--- config.mk ---
export PLATFORM = sky130hd
export DESIGN_NAME = stack_evaluator_flat
export DESIGN_NICKNAME = d
export VERILOG_FILES = /design/src/rtl/stack_calc_pkg.sv /design/src/rtl/stack_evaluator_if.sv /design/src/rtl/stack_alu.sv /design/src/rtl/stack_evaluator.sv /design/src/flat_wrapper.sv
export SDC_FILE = /design/constraint.sdc
export NUM_CORES = 2
export LEC_CHECK = 0
export CORE_MARGIN = 10
export CORE_UTILIZATION = 65
export CTS_CLUSTER_DIAMETER = 60
export DETAILED_ROUTE_END_ITERATION = 8
export PLACE_DENSITY = 0.93
export SLEW_MARGIN = 20
export SYNTH_ARGS = -nofsm -noshare
export SYNTH_HDL_FRONTEND = slang
export SYNTH_SLANG_ARGS = --single-unit
--- constraint.sdc ---
create_clock -name clock -period 254 [get_ports clock]
set_input_delay 25.4 -clock clock [delete_from_list [all_inputs] [get_ports clock]]
set_output_delay 25.4 -clock clock [all_outputs]
set_load 0.01 [all_outputs]
--- src/rtl/stack_calc_pkg.sv ---
// rtl/stack_calc_pkg.sv - op codes, evaluator states and precedence shared by the calculator blocks
package stack_calc_pkg;

  localparam logic [3:0] OP_ADD = 4'hA;
  localparam logic [3:0] OP_SUB = 4'hB;
  localparam logic [3:0] OP_MUL = 4'hC;
  localparam logic [3:0] OP_DIV = 4'hD;
  localparam logic [3:0] OP_EQ  = 4'hE;

  typedef enum logic [2:0] {
    ST_IDLE,
    ST_REDUCE,
    ST_PUSH_OP,
    ST_FINAL,
    ST_DONE,
    ST_ERROR
  } state_t;

  function automatic logic prec(input logic [3:0] op);
    return (op == OP_MUL) || (op == OP_DIV);
  endfunction

  function automatic logic op_legal(input logic [3:0] op);
    return (op >= OP_ADD) && (op <= OP_EQ);
  endfunction

endpackage

--- src/rtl/stack_evaluator_if.sv ---
// rtl/stack_evaluator_if.sv - token/result handshake between the sequencer and stack_evaluator
interface stack_evaluator_if #(
  parameter int WIDTH = 32
);
  logic             tok_valid;
  logic [WIDTH-1:0] tok_number;
  logic [3:0]       tok_op;
  logic             tok_ready;
  logic             calc_ready;
  logic             is_equal;
  logic [WIDTH-1:0] calc_answer;
  logic             calc_error;

  modport master (
    output tok_valid, tok_number, tok_op,
    input  tok_ready, calc_ready, is_equal, calc_answer, calc_error
  );

  modport slave (
    input  tok_valid, tok_number, tok_op,
    output tok_ready, calc_ready, is_equal, calc_answer, calc_error
  );
endinterface

--- src/rtl/stack_alu.sv ---
// rtl/stack_alu.sv - combinational signed ALU for one stack reduction (a OP b)
module stack_alu
  import stack_calc_pkg::*;
#(
  parameter int WIDTH = 32
) (
  input  logic signed [WIDTH-1:0] a,
  input  logic signed [WIDTH-1:0] b,
  input  logic [3:0]              op,
  output logic signed [WIDTH-1:0] result,
  output logic                    div_by_zero
);

  always_comb begin
    result      = '0;
    div_by_zero = 1'b0;
    case (op)
      OP_ADD: result = a + b;
      OP_SUB: result = a - b;
      OP_MUL: result = a * b;
      OP_DIV: begin
        if (b == '0) begin
          div_by_zero = 1'b1;
        end else if (b == '1) begin
          // MIN / -1 must wrap to MIN rather than trap
          result = -a;
        end else begin
          result = a / b;
        end
      end
      default: result = '0;
    endcase
  end

endmodule

--- src/rtl/stack_evaluator.sv ---
// rtl/stack_evaluator.sv - shunting-yard infix evaluator with two precedence levels
module stack_evaluator
  import stack_calc_pkg::*;
#(
  parameter int WIDTH = 32,
  parameter int DEPTH = 4
) (
  input  logic             clock,
  input  logic             reset,
  stack_evaluator_if.slave bus
);

  localparam int PW = $clog2(DEPTH + 1);
  localparam int IW = (DEPTH > 1) ? $clog2(DEPTH) : 1;
  localparam logic [PW-1:0] FULL = PW'(DEPTH);
  localparam logic [PW-1:0] TWO  = PW'(2);

  state_t state, state_n;

  logic signed [WIDTH-1:0] opnd [DEPTH];
  logic [3:0]              ops  [DEPTH];
  logic [PW-1:0]           opnd_ptr, op_ptr, base_ptr;
  logic [3:0]              op_q;
  logic [IW-1:0]           base_i, top_i, next_i, op_top_i, op_push_i;
  logic [3:0]              top_op;
  logic signed [WIDTH-1:0] alu_result;
  logic                    div_by_zero;
  logic                    tok_ready, accept, push_num, do_reduce, push_op, do_final;
  logic                    calc_ready_q, is_equal_q, calc_error_q;
  logic [WIDTH-1:0]        calc_answer_q;

  assign tok_ready = (state == ST_IDLE) || (state == ST_DONE);
  assign accept    = bus.tok_valid && tok_ready;

  // A token accepted in DONE starts a fresh expression on empty stacks
  assign base_ptr  = (state == ST_DONE) ? '0 : opnd_ptr;
  assign base_i    = IW'(base_ptr);
  assign top_i     = IW'(opnd_ptr - PW'(1));
  assign next_i    = IW'(opnd_ptr - PW'(2));
  assign op_top_i  = IW'(op_ptr - PW'(1));
  assign op_push_i = IW'(op_ptr);
  assign top_op    = ops[op_top_i];

  stack_alu #(.WIDTH(WIDTH)) u_alu (
    .a           (opnd[next_i]),
    .b           (opnd[top_i]),
    .op          (top_op),
    .result      (alu_result),
    .div_by_zero (div_by_zero)
  );

  always_ff @(posedge clock or negedge reset) begin
    if (!reset) state <= ST_IDLE;
    else        state <= state_n;
  end

  always_comb begin
    state_n   = state;
    push_num  = 1'b0;
    do_reduce = 1'b0;
    push_op   = 1'b0;
    do_final  = 1'b0;
    case (state)
      ST_IDLE, ST_DONE: begin
        if (accept) begin
          if (base_ptr == FULL) begin
            state_n = ST_ERROR;
          end else begin
            push_num = 1'b1;
            state_n  = op_legal(bus.tok_op) ? ST_REDUCE : ST_ERROR;
          end
        end
      end
      ST_REDUCE: begin
        if (op_ptr != '0 && (op_q == OP_EQ || prec(top_op) >= prec(op_q))) begin
          if (opnd_ptr < TWO || div_by_zero) state_n = ST_ERROR;
          else                                do_reduce = 1'b1;
        end else begin
          state_n = (op_q == OP_EQ) ? ST_FINAL : ST_PUSH_OP;
        end
      end
      ST_PUSH_OP: begin
        if (op_ptr == FULL) begin
          state_n = ST_ERROR;
        end else begin
          push_op = 1'b1;
          state_n = ST_IDLE;
        end
      end
      ST_FINAL: begin
        if (opnd_ptr == '0) begin
          state_n = ST_ERROR;
        end else begin
          do_final = 1'b1;
          state_n  = ST_DONE;
        end
      end
      ST_ERROR: state_n = ST_DONE;
      default:  state_n = ST_IDLE;
    endcase
  end

  always_ff @(posedge clock or negedge reset) begin
    if (!reset) begin
      for (int i = 0; i < DEPTH; i++) begin
        opnd[i] <= '0;
        ops[i]  <= '0;
      end
      opnd_ptr      <= '0;
      op_ptr        <= '0;
      op_q          <= '0;
      calc_ready_q  <= 1'b0;
      is_equal_q    <= 1'b0;
      calc_error_q  <= 1'b0;
      calc_answer_q <= '0;
    end else begin
      calc_ready_q <= 1'b0;
      is_equal_q   <= 1'b0;
      if (accept) begin
        op_q <= bus.tok_op;
        if (state == ST_DONE) begin
          opnd_ptr     <= '0;
          op_ptr       <= '0;
          calc_error_q <= 1'b0;
        end
      end
      if (push_num) begin
        opnd[base_i] <= bus.tok_number;
        opnd_ptr     <= base_ptr + PW'(1);
      end
      if (do_reduce) begin
        opnd[next_i] <= alu_result;
        opnd_ptr     <= opnd_ptr - PW'(1);
        op_ptr       <= op_ptr - PW'(1);
      end
      if (push_op) begin
        ops[op_push_i] <= op_q;
        op_ptr         <= op_ptr + PW'(1);
        calc_ready_q   <= 1'b1;
      end
      if (do_final) begin
        calc_answer_q <= opnd[top_i];
        opnd_ptr      <= '0;
        op_ptr        <= '0;
        calc_ready_q  <= 1'b1;
        is_equal_q    <= 1'b1;
      end
      if (state == ST_ERROR) begin
        calc_error_q  <= 1'b1;
        calc_answer_q <= '0;
        calc_ready_q  <= 1'b1;
        is_equal_q    <= (op_q == OP_EQ);
      end
    end
  end

  assign bus.tok_ready   = tok_ready;
  assign bus.calc_ready  = calc_ready_q;
  assign bus.is_equal    = is_equal_q;
  assign bus.calc_answer = calc_answer_q;
  assign bus.calc_error  = calc_error_q;

endmodule
--- src/flat_wrapper.sv ---
// flat-port wrapper written by rule: the top's interface ports become plain ports
module stack_evaluator_flat import stack_calc_pkg::*;
#(
  parameter int WIDTH = 32,
  parameter int DEPTH = 4
)
  (clock, reset, bus_tok_valid, bus_tok_number, bus_tok_op, bus_tok_ready, bus_calc_ready, bus_is_equal, bus_calc_answer, bus_calc_error);
  stack_evaluator_if #(.WIDTH(WIDTH)) bus_i ();
  input  logic clock;
  input  logic reset;
  input wire logic [$bits(bus_i.tok_valid)-1:0] bus_tok_valid;
  input wire logic [$bits(bus_i.tok_number)-1:0] bus_tok_number;
  input wire logic [$bits(bus_i.tok_op)-1:0] bus_tok_op;
  output wire logic [$bits(bus_i.tok_ready)-1:0] bus_tok_ready;
  output wire logic [$bits(bus_i.calc_ready)-1:0] bus_calc_ready;
  output wire logic [$bits(bus_i.is_equal)-1:0] bus_is_equal;
  output wire logic [$bits(bus_i.calc_answer)-1:0] bus_calc_answer;
  output wire logic [$bits(bus_i.calc_error)-1:0] bus_calc_error;
  assign bus_i.tok_valid = bus_tok_valid;
  assign bus_i.tok_number = bus_tok_number;
  assign bus_i.tok_op = bus_tok_op;
  assign bus_tok_ready = bus_i.tok_ready;
  assign bus_calc_ready = bus_i.calc_ready;
  assign bus_is_equal = bus_i.is_equal;
  assign bus_calc_answer = bus_i.calc_answer;
  assign bus_calc_error = bus_i.calc_error;
  stack_evaluator #(.WIDTH(WIDTH), .DEPTH(DEPTH)) u_core (.clock(clock), .reset(reset), .bus(bus_i));
endmodule
==> flow_metrics.tcl <==
set metrics [dict create \
    dieArea_um2 105000 \
    synth_top_area_share_pct 15.3 \
    worstPathRequired_ps 254340 \
    clock.fmax_mhz 9.81 \
    critPathMostFrequentCell "a21oi_1" \
    multi_input_comb_area_um2 51400 \
    io_pins 75 \
    drt-vias-per-instance 7.15 \
    ant_nets 0 \
    min_path_type "register to register" \
    crit_start "u_core.opnd_ptr[0]$_DFFE_PN0P_" \
    seq_area_um2 4810 \
    grt_pass1_wl_um 374000 \
    gp_congestion 1.16 \
    cp_slowest_cell "o211a_1" \
    coreArea_um2 91700 \
    cp.arrival_ps 102300 \
    row_count 111 \
    min_period_ps 101950 \
    synth_top_area_cell "ha_1" \
    port_buffers 74 \
    synth_nets 9001 \
    clk-insertion-delay-late_ps 470 \
    yosys-top-cells-area "ha_1, fa_1, dfrtp_1, nand2_1, xnor2_1" \
    hold-path-cell-count 2 \
    violations "DRC" \
    setup-tns-final_ps 0 \
    path_buf_inv 22 \
    dr_total_vias 63700 \
    max_stage_delay_ps 840 \
    reg2regPathDepth 361 \
    synthCells 7821 \
    drt_wl_total_um 250000 \
    tightestPinTransition_ps 1320 \
    clk_path_buf_depth 2 \
    grt.total_usage_pct 46.5 \
    cts.sinks 192 \
    status "complete, but fails checks" \
    synth_edf_count 0 \
    antenna_found_initial 14 \
    wl_per_cell_um 28.0 \
    grt_max_degree 131 \
    place_area_um2 62100 \
    ctsHoldBuffers 0 \
    clock-root-buffer "clkbuf_16" \
    cts.clk_slew.worst_paths_ps 80 \
    first_global_vias 63100 \
    grt_overflow 0 \
    clock_skew_ps 14.9 \
    cp.depth 361 \
    finalInstanceArea_um2 62800 \
    r2r-start "u_core.opnd_ptr[0]$_DFFE_PN0P_" \
    synth_area_per_cell_um2 7.67 \
    place_hpwl_um 184000 \
    r2r_setup_slack_ps 152050 \
    cp-endpoint "u_core.opnd[23]$_DFF_PN0_" \
    setup_viol 0 \
    grt_setup_unrepaired "false" \
    slew_violations 0 \
    h-tree-depth 4 \
    crit_path_start_kind "register" \
    cp_max_fo 44 \
    ys_seq_area_share_pct 8.01 \
    netlist_area_um2 60000 \
    area_growth_syn_to_layout_pct 4.61 \
    dr.pass1.iters 9 \
    min_period_over_period_pct 40.1 \
    die_h_um 324 \
    crit_family "compound AO/OA/AOI/OAI gates" \
    worstSetupPathType "register to register" \
    ys_types 115 \
    endpoint_kind "register" \
    numCtsBuffers 17 \
    fin_nets 8873 \
    cts_tree "done" \
    synthFlopType "dfrtp_1" \
    drc_errors 123 \
    post_cts_buffers 0 \
    drive_gt1_share_pct 7.93 \
    cts_resized 0 \
    start_util_pct 65.5 \
    first_iter_violations 9223 \
    ys_ff_latch 192 \
    timing.rr.end "u_core.opnd[23]$_DFF_PN0_" \
    fill_cells 7179 \
    relSlewSlack_pct 12.2 \
    maxCapViolCount 0 \
    die_w_um 324 \
    synthArstFlopShare_pct 100 \
    yosysWarnings 0 \
    hold_violations 0 \
]
cell families (layout without fill, tap and decap cells):
logic type | after synthesis | count (layout) | share of synthesized area (%)
DFF | 192 | 192 | 8.01
muxes | 339 | 339 | 7.35
other | 0 | 6 | 0
xor gates and xnor gates | 519 | 519 | 7.60
AOI/OAI and AO/OA | 1817 | 1817 | 19.7
and+or+nand+nor | 2727 | 2727 | 21.4
adders and majority gates | 1141 | 1141 | 28.9
buffers and inverters | 1086 | 971 | 6.99
cells in the mapped netlist (19+ instances only):
master and count:
a211o_1 19, a211oi_1 43, a21boi_0 30, a21o_1 154, a21oi_1 465, a221oi_1 22, a22oi_1 26, a31oi_1 97
and2_1 172, and3_1 44, buf_1 61, buf_2 29, clkbuf_1 263, dfrtp_1 192, fa_1 409, ha_1 732
inv_1 718, mux2_2 189, mux2i_1 86, mux4_2 61, nand2_1 1033, nand2b_1 62, nand3_1 134, nand3b_1 19
nand4_1 79, nor2_1 612, nor2b_1 64, nor3_1 248, nor4_1 35, o2111ai_1 20, o211ai_1 53, o21a_1 199
o21ai_0 377, o21bai_1 31, o22ai_1 21, o31ai_1 58, or2_2 49, or3_1 87, xnor2_1 338, xor2_1 179
flip-flops by register name (all words and copies together), names as in the netlist, 3 cells and up:
name                    cells
u_core.state                3
u_core.opnd               128
u_core.op_q                 4
u_core.opnd_ptr             3
u_core.ops                 16
u_core.op_ptr               3
u_core.bus.calc_answer     32
cell type report:
class / count / area share, %
tap: 1186 / 2.36
timing repair buffer: 217 / 2.89
clock buffer: 18 / 0.684
multi-input combinational: 6543 / 81.8
sequential: 192 / 7.66
clock inverter: 14 / 0.255
inverter: 722 / 4.32
antenna: 6 / 0.0239
how the worst min path moves through the flow:
| stage | startpoint | to | slack (ps) |
|---|---|---|---|
| after global routing | u_core.ops[2]$_DFFE_PN0P_ | u_core.ops[2]$_DFFE_PN0P_ | 540 |
| final | u_core.bus.calc_error$_DFFE_PN0P_ | u_core.bus.calc_error$_DFFE_PN0P_ | 500 |
| after detailed placement | u_core.bus.calc_error$_DFFE_PN0P_ | u_core.bus.calc_error$_DFFE_PN0P_ | 480 |
| after floorplan | u_core.ops[10]$_DFFE_PN0P_ | u_core.ops[10]$_DFFE_PN0P_ | 470 |
| after CTS | u_core.bus.calc_error$_DFFE_PN0P_ | u_core.bus.calc_error$_DFFE_PN0P_ | 490 |
| after global placement | u_core.bus.calc_error$_DFFE_PN0P_ | u_core.bus.calc_error$_DFFE_PN0P_ | 480 |
metrics by stage:
step                utilization, %  hold WS [ps]  instances  worst slack (ps)
finish                        68.5           502       8898            152050
detailed placement            67.8           475       8860            155810
global route                  68.5           537       8892            146450
floorplan                        -           474       7821            169610
CTS                           68.4           492       8892            155450
global placement              67.8           481       8859            158860
layer usage:
layer,vias to the layer above,global-route usage (%),wire (um)
met5,-,1.61,330
met3,1718,17.2,37000
met1,29600,54.1,84500
met4,24,34.3,24100
met2,5283,69.7,104000
li1,27000,-,-
worst register-to-register path: cells and delay by family (launching register included):
kind | cells | cell delay (ps)
DFF | 1 | 770
buffers and inverters | 22 | 5630
AOI/OAI and AO/OA | 219 | 59580
muxes | 4 | 1740
adders and majority gates | 32 | 10580
and+or+nand+nor | 84 | 23370
layout by cell type, fill, tap and decap left out, types with 73 or more instances in the layout:
master / instances
nand2_1: 1029
a31oi_1: 97
inv_1: 716
o21ai_0: 374
mux2_2: 189
and2_1: 172
fa_1: 409
xnor2_1: 326
mux2i_1: 86
nand3_1: 134
a21oi_1: 462
clkdlybuf4s50_1: 73
ha_1: 731
o21a_1: 199
or3_1: 87
nor3_1: 244
dfrtp_1: 190
nor2_1: 608
buf_4: 142
nand4_1: 79
xor2_1: 173
a21o_1: 154
Power is not shown: default switching activity piles up to over one toggle a cycle in this logic, so the estimate is an artifact.
